### src/rtl/div_seq_pkg.sv
// Shared encodings for the EX-stage sequential divider.
// FSM states, result-ready flags, start/stop levels and sign selector.
package div_seq_pkg;

    localparam int DIV_W = 32;

    typedef enum logic [1:0] {
        DivFree   = 2'b00,
        DivByZero = 2'b01,
        DivOn     = 2'b10,
        DivEnd    = 2'b11
    } div_state_t;

    localparam logic DivResultReady    = 1'b1;
    localparam logic DivResultNotReady = 1'b0;
    localparam logic DivStart          = 1'b1;
    localparam logic DivStop           = 1'b0;
    localparam logic DivSigned         = 1'b1;
    localparam logic DivUnsigned       = 1'b0;

    function automatic logic [DIV_W-1:0] mag(
        input logic [DIV_W-1:0] v,
        input logic             sgn
    );
        return (sgn && v[DIV_W-1]) ? (~v + 1'b1) : v;
    endfunction

endpackage

### src/rtl/div_seq.sv
// Restoring shift-subtract divider, one quotient bit per clock.
// Define DIV_EARLY_EXIT_EN to finish at once when |dividend| < |divisor|.
module div_seq
    import div_seq_pkg::*;
#(
    parameter int DATA_W = 32
) (
    input  logic                  clk,
    input  logic                  rst,
    input  logic                  signed_div_i,
    input  logic [DATA_W-1:0]     opdata1_i,
    input  logic [DATA_W-1:0]     opdata2_i,
    input  logic                  start_i,
    input  logic                  annul_i,
    output logic [2*DATA_W-1:0]   result_o,
    output logic                  ready_o,
    output logic                  busy_o
);

    div_state_t         state, state_n;
    logic [5:0]         cnt;
    logic [2*DIV_W:0]   work, work_n;
    logic [DIV_W-1:0]   dvsr;
    logic               neg_q, neg_r;
    logic [DIV_W-1:0]   abs1, abs2;
    logic [DIV_W:0]     trial;
    logic [DIV_W-1:0]   quo, rem;
    logic               early;

    assign abs1 = mag(opdata1_i, signed_div_i);
    assign abs2 = mag(opdata2_i, signed_div_i);

`ifdef DIV_EARLY_EXIT_EN
    assign early = (abs1 < abs2);
`else
    assign early = 1'b0;
`endif

    assign trial  = work[2*DIV_W:DIV_W] - {1'b0, dvsr};
    assign work_n = trial[DIV_W]
                  ? {work[2*DIV_W-1:0], 1'b0}
                  : {trial[DIV_W-1:0], work[DIV_W-1:0], 1'b1};
    assign quo = neg_q ? (~work_n[DIV_W-1:0] + 1'b1)
                       : work_n[DIV_W-1:0];
    assign rem = neg_r ? (~work_n[2*DIV_W:DIV_W+1] + 1'b1)
                       : work_n[2*DIV_W:DIV_W+1];

    always_comb begin
        state_n = state;
        unique case (state)
            DivFree: begin
                if (start_i == DivStart && !annul_i) begin
                    if (opdata2_i == '0)
                        state_n = DivByZero;
                    else if (early)
                        state_n = DivEnd;
                    else
                        state_n = DivOn;
                end
            end
            DivByZero: state_n = annul_i ? DivFree : DivEnd;
            DivOn: begin
                if (annul_i)
                    state_n = DivFree;
                else if (cnt == 6'd31)
                    state_n = DivEnd;
            end
            DivEnd: begin
                if (annul_i || start_i == DivStop)
                    state_n = DivFree;
            end
        endcase
    end

    always_ff @(posedge clk) begin
        if (!rst) begin
            state    <= DivFree;
            cnt      <= '0;
            work     <= '0;
            dvsr     <= '0;
            neg_q    <= 1'b0;
            neg_r    <= 1'b0;
            result_o <= '0;
        end else begin
            state <= state_n;
            unique case (state)
                DivFree: begin
                    if (state_n == DivOn) begin
                        work  <= {{DIV_W{1'b0}}, abs1, 1'b0};
                        dvsr  <= abs2;
                        neg_q <= signed_div_i &
                                 (opdata1_i[DIV_W-1] ^ opdata2_i[DIV_W-1]);
                        neg_r <= signed_div_i & opdata1_i[DIV_W-1];
                        cnt   <= '0;
                    end else if (state_n == DivEnd) begin
                        result_o <= {opdata1_i, {DIV_W{1'b0}}};
                    end
                end
                DivByZero: result_o <= '0;
                DivOn: begin
                    if (annul_i) begin
                        cnt      <= '0;
                        result_o <= '0;
                    end else begin
                        work <= work_n;
                        cnt  <= cnt + 6'd1;
                        if (state_n == DivEnd)
                            result_o <= {rem, quo};
                    end
                end
                DivEnd: begin
                    if (state_n == DivFree) begin
                        result_o <= '0;
                        cnt      <= '0;
                    end
                end
            endcase
        end
    end

    always_comb begin
        busy_o  = (state != DivFree);
        ready_o = (state == DivEnd) ? DivResultReady : DivResultNotReady;
    end

endmodule

### config.mk
export PLATFORM = sky130hd
export DESIGN_NAME = div_seq
export DESIGN_NICKNAME = d
export VERILOG_FILES = /design/src/rtl/div_seq_pkg.sv /design/src/rtl/div_seq.sv
export SDC_FILE = /design/constraint.sdc
export NUM_CORES = 1
export LEC_CHECK = 0
export CAP_MARGIN = 20
export CORE_MARGIN = 3
export CORE_UTILIZATION = 30
export DETAILED_ROUTE_END_ITERATION = 8
export PLACE_DENSITY = 0.5
export REMOVE_ABC_BUFFERS = 1
export SLEW_MARGIN = 20
export SYNTH_ARGS = -nofsm -noshare
export SYNTH_HDL_FRONTEND = slang
export SYNTH_SLANG_ARGS = --single-unit
### constraint.sdc
create_clock -name clk -period 5.93 [get_ports clk]
set_clock_uncertainty 0.15 [all_clocks]
set_input_delay 1.186 -clock clk [delete_from_list [all_inputs] [get_ports clk]]
set_output_delay 1.186 -clock clk [all_outputs]
set_load 0.02 [all_outputs]
### Yosys cells after proc, flatten, opt, wreduce, memory -nomap -nowiden

Cells that the tools add are included.

| word-level totals | value |
|---|---|
| bits in registers | 171 |
| input port bits | 69 |
| output and inout bits | 66 |
| word-level logic and storage cells | 74 |

| operators by class | value |
|---|---|
| add/sub/neg operators | 6 |
| eq/ne operators | 12 |
| mux-type cells | 26 |
| bitwise logic cells | 8 |
| reduce and logical (&&, ||, !) cells | 15 |

Operator list:

| operator | count |
|---|---|
| 64-bit two-way mux | 5 |
| 64-bit case mux with 4 select lines | 1 |
| 65-bit two-way mux | 3 |
| 65-bit case mux with 2 select lines | 1 |
| 32-bit by 1-bit adder with 32-bit output, second input constant | 4 |
| 32-bit two-way mux | 4 |
| 32-bit inverter | 4 |
| 33-bit by 32-bit subtractor with 33-bit output | 1 |
| 32-bit zero test | 1 |
| 6-bit two-way mux | 3 |
| 6-bit case mux with 3 select lines | 1 |
| 2-bit two-way mux | 6 |
| 2-bit != test, second input constant | 5 |
| 2-bit equality test, second input constant | 4 |
| 2-bit case mux with 4 select lines | 1 |
| 6-bit by 1-bit adder with 6-bit output, second input constant | 1 |
| 6-bit by 5-bit equality test with 1-bit output, second input constant | 1 |
| 3-bit AND reduction | 2 |
| 2-bit zero test | 2 |
| 4-bit AND reduction | 1 |
| 2-bit nonzero test | 2 |
| 1-bit logical AND | 3 |
| 3-bit != test, second input constant | 1 |
| 3-bit nonzero test | 1 |
| 8 further kinds | 9 |

### Logic depth before layout (Yosys ltp)

| depth | value |
|---|---|
| depth in word-level cells | 8 |
| mapped depth | 24 |
| gate-level depth less buffers | 22 |

### Least setup slack after synthesis

No wires, ideal clock.

| timing path | value |
|---|---|
| path kind | reg-to-reg |
| from | register work[32] |
| to | register result_o[62] |
| library setup time | 128 ps |
| data arrival time | 5048 ps |
| slack | 603 ps |
| stages on the path, launching flop included | 25 |
| clock period less this slack | 5327 ps |
| cell sequence | dfxtp_1 -> inv_1 -> ha_1 -> fa_1 -> nand2b_1 -> a211oi_2 -> o21ai_2 -> a2111oi_4 -> nor3_1 -> nor2_1 -> clkinv_1 -> clkbuf_1 -> clkbuf_1 -> nand2_1 -> o21ai_0 -> inv_1 -> ha_1 -> nand2_1 -> nor4_1 -> nand3_1 -> a222oi_1 -> nand3_1 -> o31ai_1 -> xnor2_1 -> o21ai_0 |

| between the ends | value |
|---|---|
| longest elaborated chain between the ends | 8 |

Ends and longest elaborated chain:

| element | RTL line | source |
|---|---|---|
| from (decl) | div_seq.sv:22 | `logic [2*DIV_W:0] work, work_n;` |
| from (signal assigned) | div_seq.sv:89 | `work <= {{DIV_W{1'b0}}, abs1, 1'b0};` |
| from (signal assigned) | div_seq.sv:105 | `work <= work_n;` |
| 33-bit by 32-bit subtractor with 33-bit output | div_seq.sv:39 | `assign trial = work[2*DIV_W:DIV_W] - {1'b0, dvsr};` |
| 65-bit two-way mux (*) | div_seq.sv:41 | `? {work[2*DIV_W-1:0], 1'b0}` |
| 32-bit inverter | div_seq.sv:45 | `assign rem = neg_r ? (~work_n[2*DIV_W:DIV_W+1] + 1'b1)` |
| 32-bit by 1-bit adder with 32-bit output | div_seq.sv:45 |  |
| 32-bit two-way mux (*) | div_seq.sv:45 |  |
| 64-bit two-way mux (*) | div_seq.sv:107 | `if (state_n == DivEnd)` |
| 64-bit two-way mux (*) | div_seq.sv:101 | `if (annul_i) begin` |
| 64-bit case mux with 4 select lines (*) | div_seq.sv:86 | `unique case (state)` |
| to (signal assigned) | div_seq.sv:96 | `result_o <= {opdata1_i, {DIV_W{1'b0}}};` |
| to (signal assigned) | div_seq.sv:108 | `result_o <= {rem, quo};` |
| to (decl) | div_seq.sv:15 | `output logic [2*DATA_W-1:0] result_o,` |

Mark *: on every way between the ends. The rest lies on a longest branch, timed or not. The select of a mux whose other input is x is not followed.
A chain may end at the register's enable or synchronous reset.

### Final worst setup path

Same ends and word-level chain as after synthesis.

==> run metrics <==
RSZ-0062 raised after global routing=no; crit path launch type=flip-flop; CP top delay family=compound AO/OA/AOI/OAI gates; GR Overflow Total=0; crit-path max cell delay=between 400 and 500 ps; RR Endpoint=result_o[62]; startpoint of the worst register-to-register path=work[32]; Final setup viols=0; largest family of logic cells by synthesized area=compound AO/OA/AOI/OAI gates; vias in the first global route=11086; worst path required time=6120 ps; register area=0.003423 mm^2; CTS tree=built; post-synthesis compound-gate area fraction=0.2664; Slew Viols, Final=0; Post-synth ARST share=0; root buffer cell=clkbuf_16; Starting DRT DRC Count=885; multiplexer share of the synthesized area=0.01882; cell count of the worst reg-to-reg path=23; CP Depth=23; Final Hold Vio Count=0; final antenna-violating net count=0; Fill cells=4080; CP Cell Sequence=inv_1 > ha_1 > fa_1 > nand2b_1 > a211oi_2 > o21ai_2 > a2111oi_4 > nor3_1 > nor2_4 > clkinv_1 > nand2_1 > o21ai_0 > inv_1 > ha_1 > nand2_1 > nor4_1 > nand3_1 > a222oi_1 > buf_4 > nand3_1 > o31ai_1 > xnor2_1 > o21ai_0; Max H-tree Level=4; Port Buffers=around 130; DR pass1 iterations=6; Crit-path slowest cell=a2111oi_4; Die ar.=between 0.04 and 0.05 mm^2; synth-to-layout area growth=20.70%; Rows=71; Post-DP HPWL=29.18 mm; ANT cells=0; Min-Delay Path Class=flip-flop to flip-flop; initial antenna violation count=1; Avg Synthesized Cell Area=7.544 um^2; CTS buffer count=17; number of synthesized flops with an enable pin=0; first-pass GRT wire length=approximately 62 mm; outcome=finished, final reports clean; design area=between 0.01 and 0.015 mm^2; Seq/Total Area, Yosys=0.2926; core box area=0.03802 mm^2; I/O pin count=135; clock latency on the worst-skew pair=roughly 460 ps; Crit Path Max Fanout=6; Bufs on Longest Clock Path=2; area post-placement=0.01353 mm^2; overall die height=approximately 200 um; adder-cell area share of the yosys netlist=0.04127; Fmax=0.1917 GHz; largest net degree at the start of global routing=66; Post-Synth Simple-Gate Area=0.2293; Max-Cap Viols=0; peak supply drop=approximately 0.19 mV; Util after Layout=0.3715; critical path arrival=approximately 5400 ps; CP Capture Type=flip-flop; cell count after synthesis=1551; xor/xnor share of the synthesized area=0.1033; Setup crit end=result_o[62]; # Post-CTS Setup Buffers=0; Tcrit/Tclk final=0.8795; Leakage=5.339 nW; gpl congestion=0.8642; Worst-path clk slew=80 ps; layout cells sized above 1=0.05384; # DRC=0; Slew HR=0.4908; CP Buf/Inv Count=4; vias per cell=5.312; drt wl/cell=approximately 18 um; dominant synthesized flop cell=dfxtp_1; Crit Path Class=flip-flop to flip-flop; pwr dens=around 220 mW/mm^2; Resized cells post-CTS=0; Reg2Reg Setup Slack=710 ps; final net count=1747; vias=between 10000 and 15000; yosys warns=0; Total Routed Length=between 30 and 40 mm; clk sinks=171; area of the multi-input gates=0.007737 mm^2; Post-CTS Hold Buffers=0; initial core utilization=0.3078; pin slew with the least headroom to its limit=around 760 ps; GR Util All Layers=0.1867; Worst setup startpoint=work[32]; final setup TNS=0 ps; Cell Area, Synth=approximately 0.012 mm^2; #FFs+latches synth=~170; Final min period=5215 ps; die width=203.5 um; Netlist cell types=68
[routing by layer]
metal / track usage / routed length (um)
met5: 0 / 8
met4: 0.06760 / 1159
met3: 0.03097 / 1691
met2: 0.2957 / 17550
met1: 0.2566 / 18510
[cell usage in the layout (no fill, tap or decap), drive strengths merged, types with 36 or more instances in the layout]
| master | instances |
|---|---|
| nand2 | 205 |
| dfxtp | 171 |
| o21ai | 141 |
| clkdlybuf4s50 | 133 |
| a21oi | 108 |
| nor2 | 97 |
| xor2 | 70 |
| xnor2 | 68 |
| inv | 63 |
| nand3 | 58 |
| and2 | 40 |
| ha | 37 |
| o211ai | 36 |
[sequential cells by signal, indices dropped and copies added, names as in the netlist]
register,cells
state,2
result_o,64
work,65
cnt,6
neg_r,1
neg_q,1
dvsr,32
[tightest hold or removal path: cells and delay by family, from the launching register on]
| family | cells | cell delay (ps) |
|---|---|---|
| simple gates | 1 | 50 |
| flops | 1 | 320 |
| compound gates | 1 | 50 |
[worst min-delay path by stage]
stage | slack, ps | cells after the start | to | startpoint
2_1_floorplan | 280 | 2 | dvsr[22] | dvsr[22]
3_3_place_gp | 290 | 2 | result_o[54] | result_o[54]
3_5_place_dp | 300 | 2 | result_o[63] | result_o[63]
4_1_cts | 310 | 2 | result_o[63] | result_o[63]
5_1_grt | 320 | 2 | dvsr[25] | dvsr[25]
6_report | 300 | 2 | result_o[63] | result_o[63]
[power breakdown]
group          internal [mW]  switching [mW]
clock                  0.569           0.578
combinational          0.276           0.437
sequential              1.18          0.0326
[kinds of logic (layout without fill, tap and decap cells)]
| logic type | Yosys count | count (layout) |
|---|---|---|
| simple gates | 562 | 562 |
| compound gates | 476 | 476 |
| flops | 171 | 171 |
| buf+inv | 144 | 246 |
| xor+xnor | 138 | 138 |
| fa+ha+maj | 38 | 38 |
| mux | 22 | 22 |
[metrics by stage]
stage / power [mW] / cells / hold slack [ps] / setup WS (ps)
global route: 3.238 / 2164 / 320.9 / 178.3
finish: 3.075 / 2164 / 302.2 / 714.5
floorplan: 1.698 / 1462 / 281.9 / -1786
CTS: 3.111 / 2164 / 306.9 / 749.1
global placement: 1.951 / 2132 / 289.3 / 842.5
detailed placement: 1.951 / 2132 / 295.8 / 730.0
[layout make-up]
class / count / share of cell area
Timing Repair Buffer: 159 / 0.1079
Inverter: 55 / 0.01462
Multi-Input combinational cell: 1236 / 0.5478
Clock inverter: 15 / 0.01187
Clock buffer: 17 / 0.03012
Sequential cell: 171 / 0.2424
Tap cell: 511 / 0.04527
[synth_stat cells, types with 32 or more instances]
cell type | number | share of area
a21oi_1 | 104 | 0.044
a22oi_1 | 32 | 0.021
and2_1 | 40 | 0.021
clkbuf_1 | 71 | 0.023
dfxtp_1 | 171 | 0.29
ha_1 | 37 | 0.040
inv_1 | 54 | 0.017
nand2_1 | 205 | 0.066
nand3_1 | 58 | 0.025
nor2_1 | 97 | 0.031
nor2b_1 | 35 | 0.019
nor3_1 | 35 | 0.015
o211ai_1 | 36 | 0.023
o21ai_0 | 127 | 0.054
xnor2_1 | 68 | 0.051
xor2_1 | 70 | 0.052
No activity file was read; power rests on OpenSTA's default activity.
